File: config.mk
export PLATFORM = sky130hd
export DESIGN_NAME = hazard_scoreboard
export DESIGN_NICKNAME = d
export VERILOG_FILES = /design/src/rtl/hazard_scoreboard_pkg.sv /design/src/rtl/hazard_scoreboard_counter.sv /design/src/rtl/hazard_scoreboard.sv
export SDC_FILE = /design/constraint.sdc
export NUM_CORES = 1
export LEC_CHECK = 0
export ABC_AREA = 1
export CORE_UTILIZATION = 45
export CTS_CLUSTER_DIAMETER = 120
export CTS_CLUSTER_SIZE = 30
export DETAILED_ROUTE_END_ITERATION = 10
export DONT_BUFFER_PORTS = 1
export GPL_TIMING_DRIVEN = 0
export HOLD_SLACK_MARGIN = 0.1
export PLACE_DENSITY_LB_ADDON = 0.15
export SLEW_MARGIN = 20
export SYNTH_ARGS = -nofsm -noshare
export SYNTH_HDL_FRONTEND = slang
export SYNTH_SLANG_ARGS = --single-unit
File: constraint.sdc
create_clock -name clk -period 7.3 [get_ports clk]
set_input_delay 1.095 -clock clk [delete_from_list [all_inputs] [get_ports clk]]
set_output_delay 1.095 -clock clk [all_outputs]
set_load 0.05 [all_outputs]
File: src/rtl/hazard_scoreboard_pkg.sv
// Shared scoreboard definitions: decoder destination-source codes and FSM state encodings.
`ifndef DEST_SRC_W
`define DEST_SRC_W 2
`define DEST_SRC_NONE 2'd0
`define DEST_SRC_ALU 2'd1
`define DEST_SRC_MEM 2'd2
`endif

package hazard_scoreboard_pkg;

  typedef enum logic [1:0] {
    SB_ST_RUN   = 2'd0,
    SB_ST_DRAIN = 2'd1,
    SB_ST_DONE  = 2'd2
  } sb_state_e;

endpackage

File: src/rtl/hazard_scoreboard_counter.sv
// sb_counter: saturating per-register in-flight write counter; flags under/overflow instead of wrapping.
module sb_counter
  import hazard_scoreboard_pkg::*;
#(
  parameter int CNT_W = 2
) (
  input  logic clk,
  input  logic rst,
  input  logic inc,
  input  logic dec,
  output logic busy,
  output logic full,
  output logic empty_nxt,
  output logic err
);

  localparam logic [CNT_W-1:0] CNT_MAX  = {CNT_W{1'b1}};
  localparam logic [CNT_W-1:0] CNT_ZERO = {CNT_W{1'b0}};
  localparam logic [CNT_W-1:0] CNT_ONE  = {{(CNT_W-1){1'b0}}, 1'b1};

  logic [CNT_W-1:0] cnt_r;
  logic [CNT_W-1:0] cnt_nxt;

  // Simultaneous inc and dec cancel; an illegal step holds the count and raises err.
  always_comb begin
    cnt_nxt = cnt_r;
    err     = 1'b0;
    case ({inc, dec})
      2'b10: begin
        if (cnt_r == CNT_MAX) err = 1'b1;
        else                  cnt_nxt = cnt_r + CNT_ONE;
      end
      2'b01: begin
        if (cnt_r == CNT_ZERO) err = 1'b1;
        else                   cnt_nxt = cnt_r - CNT_ONE;
      end
      default: cnt_nxt = cnt_r;
    endcase
  end

  always_ff @(posedge clk) begin
    if (rst) cnt_r <= CNT_ZERO;
    else     cnt_r <= cnt_nxt;
  end

  assign busy      = (cnt_r != CNT_ZERO);
  assign full      = (cnt_r == CNT_MAX);
  assign empty_nxt = (cnt_nxt == CNT_ZERO);

endmodule

File: src/rtl/hazard_scoreboard.sv
// Register-write scoreboard with RAW stall and drain FSM.
// Define SCOREBOARD_FWD_EN to track only MEM writers (ALU results are forwarded).
module hazard_scoreboard
  import hazard_scoreboard_pkg::*;
#(
  parameter int REG_CNT = 32,
  parameter int CNT_W   = 2
) (
  input  logic                   clk,
  input  logic                   rst,
  input  logic                   id_valid,
  input  logic [4:0]             id_rs1,
  input  logic [4:0]             id_rs2,
  input  logic                   id_use_rs1,
  input  logic                   id_use_rs2,
  input  logic [4:0]             id_rd,
  input  logic [`DEST_SRC_W-1:0] id_dest_src,
  input  logic                   id_flush,
  input  logic                   wb_valid,
  input  logic [4:0]             wb_rd,
  input  logic                   drain_req,
  output logic                   id_ready,
  output logic                   issue,
  output logic                   drain_done,
  output logic                   sb_err
);

  sb_state_e        state;
  sb_state_e        state_nxt;
  logic             tracked;
  logic             raw_hazard;
  logic             full_hazard;
  logic             enter_done;
  logic [REG_CNT-1:0] busy;
  logic [REG_CNT-1:0] full;
  logic [REG_CNT-1:0] empty_nxt;
  logic [REG_CNT-1:0] err_v;

  always_comb begin
`ifdef SCOREBOARD_FWD_EN
    tracked = (id_dest_src == `DEST_SRC_MEM);
`else
    tracked = (id_dest_src == `DEST_SRC_ALU) || (id_dest_src == `DEST_SRC_MEM);
`endif
  end

  // x0 is never tracked, so its slot reads as permanently empty.
  assign busy[0]      = 1'b0;
  assign full[0]      = 1'b0;
  assign empty_nxt[0] = 1'b1;
  assign err_v[0]     = 1'b0;

  for (genvar i = 1; i < REG_CNT; i++) begin : g_cnt
    sb_counter #(.CNT_W(CNT_W)) u_cnt (
      .clk       (clk),
      .rst       (rst),
      .inc       (issue && tracked && (id_rd == 5'(i))),
      .dec       (wb_valid && (wb_rd == 5'(i))),
      .busy      (busy[i]),
      .full      (full[i]),
      .empty_nxt (empty_nxt[i]),
      .err       (err_v[i])
    );
  end

  // Hazards use registered counts, so a same-cycle retire never releases a stall.
  always_comb begin
    raw_hazard  = (id_use_rs1 && busy[id_rs1]) || (id_use_rs2 && busy[id_rs2]);
    full_hazard = tracked && full[id_rd];
    id_ready    = (state == SB_ST_RUN) && !raw_hazard && !full_hazard;
    issue       = id_valid && id_ready && !id_flush;
  end

  always_ff @(posedge clk) begin
    if (rst) state <= SB_ST_RUN;
    else     state <= state_nxt;
  end

  always_comb begin
    state_nxt  = state;
    enter_done = 1'b0;
    case (state)
      SB_ST_RUN: begin
        if (drain_req) state_nxt = SB_ST_DRAIN;
        else           state_nxt = SB_ST_RUN;
      end
      SB_ST_DRAIN: begin
        if (&empty_nxt) begin
          state_nxt  = SB_ST_DONE;
          enter_done = 1'b1;
        end else begin
          state_nxt  = SB_ST_DRAIN;
        end
      end
      SB_ST_DONE: begin
        if (!drain_req) state_nxt = SB_ST_RUN;
        else            state_nxt = SB_ST_DONE;
      end
      default: state_nxt = SB_ST_RUN;
    endcase
  end

  // drain_done is high only for the first cycle in DONE.
  always_ff @(posedge clk) begin
    if (rst) begin
      drain_done <= 1'b0;
      sb_err     <= 1'b0;
    end else begin
      drain_done <= enter_done;
      sb_err     <= sb_err | (|err_v);
    end
  end

endmodule

; Word-level counts from Yosys, hierarchy flattened
; Cells that the tools add are included.
[totals]
reg_bits = 66
inputBits = 30
wordCells = 629
[classes]
add_sub_neg = 62
n_lt_le_gt_ge = 3
n_eq_ne = 159
muxes = 197
bitwise_logic = 2
reduce_logical = 172
[ops]
columns = op, count
row1 = "5-bit equality test, second input constant", 32
row2 = "2-bit equality test, second input constant", 64
row3 = 2-bit 2-to-1 mux, 64
row4 = 2-bit logical NOT, 63
row5 = 2-bit case mux with 2 select lines, 31
row6 = "5-bit by 4-bit equality test with 1-bit output, second input constant", 16
row7 = 1-bit logical AND, 70
row8 = 1-bit 2-to-1 mux, 67
row9 = "2-bit by 1-bit equality test with 1-bit output, second input constant", 33
row10 = "2-bit by 1-bit adder with 2-bit output, second input constant", 31
row11 = 1-bit case mux with 2 select lines, 31
row12 = 2-bit nonzero test, 31
row13 = "2-bit by 1-bit subtractor with 2-bit output, second input constant", 31
row14 = "5-bit by 3-bit equality test with 1-bit output, second input constant", 8
row15 = 31-bit AND reduction, 1
row16 = 31-bit OR reduction, 1
row17 = "5-bit by 2-bit equality test with 1-bit output, second input constant", 4
row18 = "5-bit by 6-bit less-than comparator with 1-bit output, second input constant", 3
row19 = 1-bit binary-select mux with 5-bit select, 3
row20 = "5-bit by 1-bit equality test with 1-bit output, second input constant", 2
row21 = 2-bit case mux with 3 select lines, 1
row22 = 1-bit logical NOT, 3
row23 = 1-bit logical OR, 2
row24 = 2-bit OR reduction, 1
row25 = other kinds (2), 2

; Depth between registers and ports, before layout
; Gate-level depths: netlist (run 1).
[logic_depth]
depth_word = 18
ltp_mapped = 30
ltp_nobuf = 28

; Cells and area by module
; From an unflattened synthesis (run 1), not the netlist that was laid out.
[hier_totals]
hier_cells = 1383
area_unflattened_um2 = 7586.0
[modules_own_cells]
columns = mod, instances, cells_each, area_per_inst_um2
row1 = sb_counter, 31, 31, 178.9
row2 = hazard_scoreboard, 1, 422, 2039.5

; Least setup slack after synthesis (run 1)
; Ideal clock, no wire load.
[synth_path]
kind = input to register
start = input id_rs1[0]
end = register state[0]
setup_ns = 0.112
arrival_time_ns = 3.575
required_time_ns = 7.188
path_slack_ns = 3.613
stages = 25
n_path_buf = 3
cell_sequence = buf_4 inv_1 buf_2 o211ai_1 nand3_1 nand3_1 nand2_1 nand2_1 nand3_1 nand3_1 nor2_4 buf_6 nand3_1 ha_1 nand2_1 nand2_1 a31o_2 nor2_1 nand3_1 nor2_1 nand2_1 nor2_1 nand2_1 nand2_1 nand2_1
[synth_between]
elab_chain_cells = 17
word_cells_on_any_way = 168
cone_classes = eq/ne: 62 / mux: 35 / reduce/logical: 71
[synth_rtl]
columns = element, line
row1 = "start, declared", hazard_scoreboard.sv:12  ; input logic [4:0] id_rs1,
row2 = 1-bit binary-select mux with 5-bit select *, hazard_scoreboard.sv:68  ; raw_hazard = (id_use_rs1 && busy[id_rs1]) || (id_use_rs2 && busy[id_rs2]);
row3 = 1-bit 2-to-1 mux (not written as such) *, hazard_scoreboard.sv:68
row4 = 1-bit logical AND *, hazard_scoreboard.sv:68
row5 = 1-bit logical OR *, hazard_scoreboard.sv:68
row6 = 1-bit logical NOT *, hazard_scoreboard.sv:70  ; id_ready = (state == SB_ST_RUN) && !raw_hazard && !full_hazard;
row7 = 1-bit logical AND * (2 in a row), hazard_scoreboard.sv:70
row8 = 1-bit logical AND * (2 in a row), hazard_scoreboard.sv:71  ; issue = id_valid && id_ready && !id_flush;
row9 = via issue, hazard_scoreboard.sv:23  ; output logic issue,
row10 = 1-bit logical AND *, hazard_scoreboard.sv:57  ; .inc (issue && tracked && (id_rd == 5'(i))),
row11 = 1-bit logical AND, hazard_scoreboard.sv:57
row12 = 2-bit by 1-bit equality test with 1-bit output or 2-bit equality test (tied branches), hazard_scoreboard_counter.sv:28  ; case ({inc, dec})
row13 = 2-bit case mux with 2 select lines, hazard_scoreboard_counter.sv:28
row14 = 2-bit logical NOT, hazard_scoreboard_counter.sv:48  ; assign empty_nxt = (cnt_nxt == CNT_ZERO);
row15 = 31-bit AND reduction *, hazard_scoreboard.sv:88  ; if (&empty_nxt) begin
row16 = 2-bit 2-to-1 mux *, hazard_scoreboard.sv:88
row17 = 2-bit case mux with 3 select lines *, hazard_scoreboard.sv:82  ; case (state)
row18 = "end signal, assigned", hazard_scoreboard.sv:76  ; else state <= state_nxt;
row19 = "end, declared", hazard_scoreboard.sv:28  ; sb_state_e state;
; The timed path passes the listed nets; every way through them passes the cells marked *. The select of a mux whose other input is x is not followed.
; A chain may end at the register's enable or synchronous reset.

; Worst setup path in the final report (run 1)
[layout_path]
start = input id_rd[0]
end = register state[0]
[layout_between]
elab_chain_cells = 15
word_cells_on_any_way = 197
cone_classes = eq/ne: 93 / mux: 35 / reduce/logical: 69
[layout_rtl]
columns = element, line
row1 = "start, declared", hazard_scoreboard.sv:16  ; input logic [4:0] id_rd,
row2 = 1-bit binary-select mux with 5-bit select, hazard_scoreboard.sv:69  ; full_hazard = tracked && full[id_rd];
row3 = 1-bit 2-to-1 mux (not written as such), hazard_scoreboard.sv:69
row4 = 1-bit logical AND, hazard_scoreboard.sv:69
row5 = 1-bit logical NOT, hazard_scoreboard.sv:70
row6 = 1-bit logical AND, hazard_scoreboard.sv:70
row7 = 1-bit logical AND (2 in a row), hazard_scoreboard.sv:71
row8 = 1-bit logical AND (2 in a row), hazard_scoreboard.sv:57
row9 = 2-bit by 1-bit equality test with 1-bit output or 2-bit equality test (tied branches), hazard_scoreboard_counter.sv:28
row10 = 2-bit case mux with 2 select lines, hazard_scoreboard_counter.sv:28
row11 = 2-bit logical NOT, hazard_scoreboard_counter.sv:48
row12 = 31-bit AND reduction *, hazard_scoreboard.sv:88
row13 = 2-bit 2-to-1 mux *, hazard_scoreboard.sv:88
row14 = 2-bit case mux with 3 select lines *, hazard_scoreboard.sv:82
; Mark *: on every way between the ends. The rest lies on a longest branch, timed or not. The select of a mux whose other input is x is not followed.

==> qor.yml, run 1 <==
period_needed_ns: 4.27
cts_hold_buf: 0
rsz0062_at_grt: "false"
power.density_nw_per_um2: 133
yosysUniqueCellTypes: 36
clk_pin_slew_ns: 0.06
finalSetupViolations: 0
antenna_found_initial: 0
cts_resized: 0
portBuffers: 0
syn2layout_area_growth_pct: 8.44
grt_max_degree: 12
power_mw: 1.03
netlist_area_um2: 7150
crit_chain: "buf_6 -> nor2_4 -> nand2_1 -> a21boi_0 -> nor2_1 -> nand2_1 -> nand2_1 -> a21boi_1 -> nand3_1 -> nor2_4 -> buf_6 -> nand3_1 -> ha_1 -> inv_1 -> o22ai_1 -> o21ai_0 -> nand4_1 -> nor2_1 -> nand2_1 -> nor2_1 -> nand2_1 -> nand2_1 -> nand2_1"
clock_latency_ns: 0.35
place_hpwl_um: 19500
dieWidth_um: 128
synth_common_cells: "inv_1 (262), nand2_1 (253), nor2_1 (191), nand3_1 (115), o21ai_0 (78)"
synth_top_area_frac: 0.185
hp-class: "reg -> reg"
synthFlopType: "dfxtp_1"
synth_nets: 1341
startpoint: "id_rd[0]"
ir_drop_uv: 104
hp-start: "state[1]"
gp_congestion: 1.02
finalCritPeriodShare: 0.586
slowest_stage: "nor2_4"
drive_gt1_frac: 0.0585
synthCells: 1249
wl_per_cell_um: 16.3
max_slew_margin: 0.466
r2r-start: "g_cnt[13].u_cnt.cnt_r[1]"
cts_sinks: 66
cp-start-kind: "primary input"
synth_edf_count: 0
end_kind: "flip-flop"
status: "completed"
cp_max_fo: 10
finalWirelength_um: 24100
postLayoutCellArea_um2: 7750
seq_area_frac_synth: 0.185
first_global_vias: 7099
core-area_um2: 15400
synth_top_area_cell: "dfxtp_1"
hold_viol: 0
required_ns: 7.55
track_usage: 0.305
overflow: 0
postPlaceCellArea_um2: 7410
max_freq_ghz: 0.234
antenna_cells: 0
via_per_inst: 5.32
tritoncts: "yes"
hold-worst-slack_ns: 0.516
utilization: 0.504
worst_pin_slew_ns: 0.801
dieArea_um2: 16400
ant_nets: 0
crit_path_frequent_cell: "nand2_1"
ios: 34
arrival_ns: 4.53
cts_buffers: 9
ys_ff_latch: 66
grt_pass1_wl_um: 37700
cts_root_buf: "clkbuf_16"
die_height_um: 128
yosysMostFrequentCell: "inv_1"
post_cts_buffers: 0
cap_violations: 0
async_flop_share: 0
dr.pass1.iters: 6
yosys_warnings: 0
crit_type: "in -> reg"
vias: 7850
htreeDepth: 3
fin_tns_setup_ns: 0
drc_errors: 0
cellLeakagePower_nw: 3.38
drv_slew: 0
rows: 45
fin_nets: 1352
start_util: 0.465
synth.avg_cell_area_um2: 5.72
drt_iter0_drc: 660
clockBufferDepth: 2
crit_family: "simple AND/OR/NAND/NOR gates"
cpPeakStageDelay_ns: 0.36
synth_area_leaders: "dfxtp_1 (18%), inv_1 (14%), nand2_1 (13%)"
crit_buf_inv: 3
fin_skew_ns: 0.00707
[worst register-to-register path: stages, from the launching register on]
cell and delay, ns:
dfxtp_1 0.32, nor2_1 0.28, inv_1 0.14, nand2_1 0.09, nand3_1 0.07, nand3_1 0.09
nand3_1 0.08, nand2_1 0.07, nand2_1 0.05, nand3_1 0.12, nand3_1 0.22, nor2_4 0.23
buf_6 0.19, nand3_1 0.09, ha_1 0.22, inv_1 0.07, o22ai_1 0.09, o21ai_0 0.26
nand4_1 0.20, nor2_1 0.15, nand2_1 0.11, nor2_1 0.26, nand2_1 0.09, nand2_1 0.06
nand2_1 0.04
[placed cells by master (no fill, tap or decap), types with 9 or more instances in the layout]
master,netlist,final
a21oi_1,28,28
a31oi_1,16,16
clkbuf_1,12,12
clkbuf_16,0,9
dfxtp_1,66,66
ha_1,62,62
inv_1,262,262
nand2_1,253,253
nand3_1,115,115
nand4_1,18,18
nor2_1,191,191
nor2_2,31,31
o211ai_1,11,11
o21ai_0,78,78
o22ai_1,52,52
[logic make-up after synthesis]
logic type | synth area share
AO/OA/AOI/OAI | 0.160
XOR/XNOR | 0.00123
adder cells (fa/ha/maj) | 0.109
buffers and inverters | 0.166
flip-flops | 0.185
multiplexers | 0.00560
AND/OR/NAND/NOR | 0.373
[metrics by stage]
step | setup WS, ns | std cells
2_1_floorplan | 3.61 | 1249
3_3_place_gp | 2.64 | 1460
3_5_place_dp | 2.70 | 1460
4_1_cts | 3.06 | 1476
5_1_grt | 2.78 | 1476
6_report | 3.03 | 1476
[state kept, by name, summed over array words and instances, names as in the netlist]
name and cells:
drain_done 1, state 2, sb_err 1, g_cnt.u_cnt.cnt_r 62
[power breakdown]
part	leakage [nW]	switching (mW)	total (mW)	internal, mW
Sequential	0.532	0.00455	0.369	0.364
Combinational	2.68	0.121	0.163	0.0418
Clock	0.165	0.175	0.501	0.326
Total	3.38	0.300	1.03	0.733
[worst paths after layout]
| path | endpoint | slack [ns] | cells past startpoint |
|---|---|---|---|
| min reg2reg | state[1] | 0.52 | 2 |
| min | state[1] | 0.52 | 2 |
| max reg2reg | state[0] | 3.64 | 24 |
| max | state[0] | 3.03 | 23 |
[final cells by class]
| cell class | instances | area [µm²] |
|---|---|---|
| clock buffer | 12 | 267 |
| buffer | 30 | 181 |
| clock inverter | 4 | 72.6 |
| fill | 1661 | 7620 |
| multi-input combinational | 886 | 4640 |
| inverter | 267 | 1010 |
| sequential | 66 | 1320 |
| tap | 211 | 264 |
[layer usage]
metal / vias up / wire length (µm) / global-route usage
met3: 63 / 1470 / 0.0472
met5: - / 0 / 0
li1: 4004 / - / -
met1: 3532 / 11000 / 0.397
met4: 0 / 1110 / 0.158
met2: 251 / 10600 / 0.487
Power figures use the tool's default switching activity.
==> inputs of run 2 (changes only) <==
- clock period: 7.3 -> 4 ns (I/O delays scaled with it)
==> qor.yml, run 2 (synthesis results as in run 1) <==
antenna_found_initial: 0
finalSetupViolations: 0
period_needed_ns: 3.67
cap_violations: 0
wl_per_cell_um: 16.4
clockBufferDepth: 2
drc_errors: 0
multi_input_area_um2: 4640
hp-start: "drain_req"
clk_pin_slew_ns: 0.06
finalWirelength_um: 24200
cts_sinks: 66
dieArea_um2: 16400
gp_congestion: 1.02
dr.pass1.iters: 6
whs_path_depth: 2
worst_slack_ns: 0.332
antenna_cells: 0
cp_max_fo: 10
htreeDepth: 3
syn2layout_area_growth_pct: 8.68
ant_nets: 0
max_freq_ghz: 0.273
cts_hold_buf: 0
rsz0062_at_grt: "false"
hold_end: "state[0]"
start_util: 0.465
cts_buffers: 9
first_global_vias: 7099
dp_slack_ns: -0.108
timing.rr.end: "state[0]"
grt_max_degree: 12
rrSetupSlack_ns: 0.42
power_mw: 1.89
dieWidth_um: 128
fin_nets: 1354
largest_register_ffs: 62
seqCellArea_um2: 1320
met1_usage: 0.397
track_usage: 0.305
cts_root_buf: "clkbuf_16"
hp-class: "in -> reg"
use_met2: 0.487
portBuffers: 0
ios: 34
regMostFlops: "g_cnt.u_cnt.cnt_r"
grt_pass1_wl_um: 37700
required_ns: 4.25
arrival_ns: 3.92
vias: 7902
drt_iter0_drc: 678
rows: 45
cp-start-kind: "primary input"
cellLeakagePower_nw: 3.39
finalCritPeriodShare: 0.917
busiest_layer: "met2"
fillers: 1662
ir_drop_uv: 190
final_cell_mix: "inv_1 (262), nand2_1 (253), nor2_1 (191)"
place_hpwl_um: 19500
fin_skew_ns: 0.00689
die_height_um: 128
drive_gt1_frac: 0.0600
overflow: 0
tritoncts: "yes"
via_per_inst: 5.35
crit_type: "in -> reg"
power.density_nw_per_um2: 243
reg_top3: "g_cnt.u_cnt.cnt_r: 62 flops, state: 2 flops"
drv_slew: 0
grtUsageMet3: 0.0472
end_kind: "flip-flop"
r2r-start: "g_cnt[13].u_cnt.cnt_r[1]"
status: "completed"
max_slew_margin: 0.464
final_common_cell: "inv_1"
rr_worst_depth: 24
core-area_um2: 15400
hold_viol: 0
clock_latency_ns: 0.35
worst_pin_slew_ns: 0.804
[run 2: cell types whose count changed in the layout (fill, tap and decap cells not counted), sizes merged]
| cell | delta |
|---|---|
| buf | +1 |
| clkbuf | +1 |
[run 2: worst max-delay path by stage]
stage	endpoint	start	slack (ns)	cells past startpoint
global route	state[0]	id_rs1[0]	0.004	25
CTS	state[0]	id_rd[0]	0.26	23
finish	state[0]	id_rd[4]	0.33	22
global placement	state[0]	id_rd[0]	-0.16	23
detailed placement	state[1]	id_rd[0]	-0.11	22
floorplan	state[0]	id_rs1[0]	0.81	25
[run 2: report_power, final]
group	switching (mW)	internal, mW	leakage, nW
clock network	0.318	0.596	0.165
logic	0.221	0.0778	2.69
registers	0.00829	0.665	0.532
[run 2: layout make-up]
class / count / area share
timing repair buffer: 2 / 0.00193
multi-input combinational: 886 / 0.597
clock inverter: 4 / 0.00934
sequential: 66 / 0.170
buffer: 30 / 0.0237
clock buffer: 12 / 0.0343
tap: 211 / 0.0340
inverter: 267 / 0.130
[run 2: metal layers]
layer	vias to the layer above	routed length [µm]
li1	4006	-
met1	3556	10900
met2	277	10600
met3	63	1620
met4	0	1140
met5	-	0
[run 2: per-stage QoR]
stage          setup TNS (ns)  cells   util  area, µm²  hold WS, ns
2_1_floorplan               0   1249      -       7150        0.471
3_3_place_gp           -0.506   1460  0.482       7410        0.489
3_5_place_dp           -0.312   1460  0.482       7410        0.501
4_1_cts                     0   1476  0.504       7750        0.386
5_1_grt                     0   1478  0.505       7770        0.407
6_report                    0   1478  0.505       7770        0.389
[run 2: timing repair]
action	in CTS	in global routing
buffers inserted	0	2
endpoints found under the setup margin	0	3
resized for setup	0	2
[run 2: critical path, stage by stage]
cell and delay, ns:
clkbuf_1 0.36, inv_1 0.25, nand4_1 0.17, nor2_1 0.05, nand2_1 0.10, nand2_1 0.08
a21boi_1 0.13, nand3_1 0.20, nor2_4 0.23, buf_6 0.19, nand3_1 0.08, ha_1 0.25
inv_1 0.07, o21ai_0 0.10, o21ai_0 0.23, nand4_1 0.17, nor2_1 0.12, nand2_1 0.10
nor2_1 0.24, nand2_1 0.09, nand2_1 0.06, nand2_1 0.04
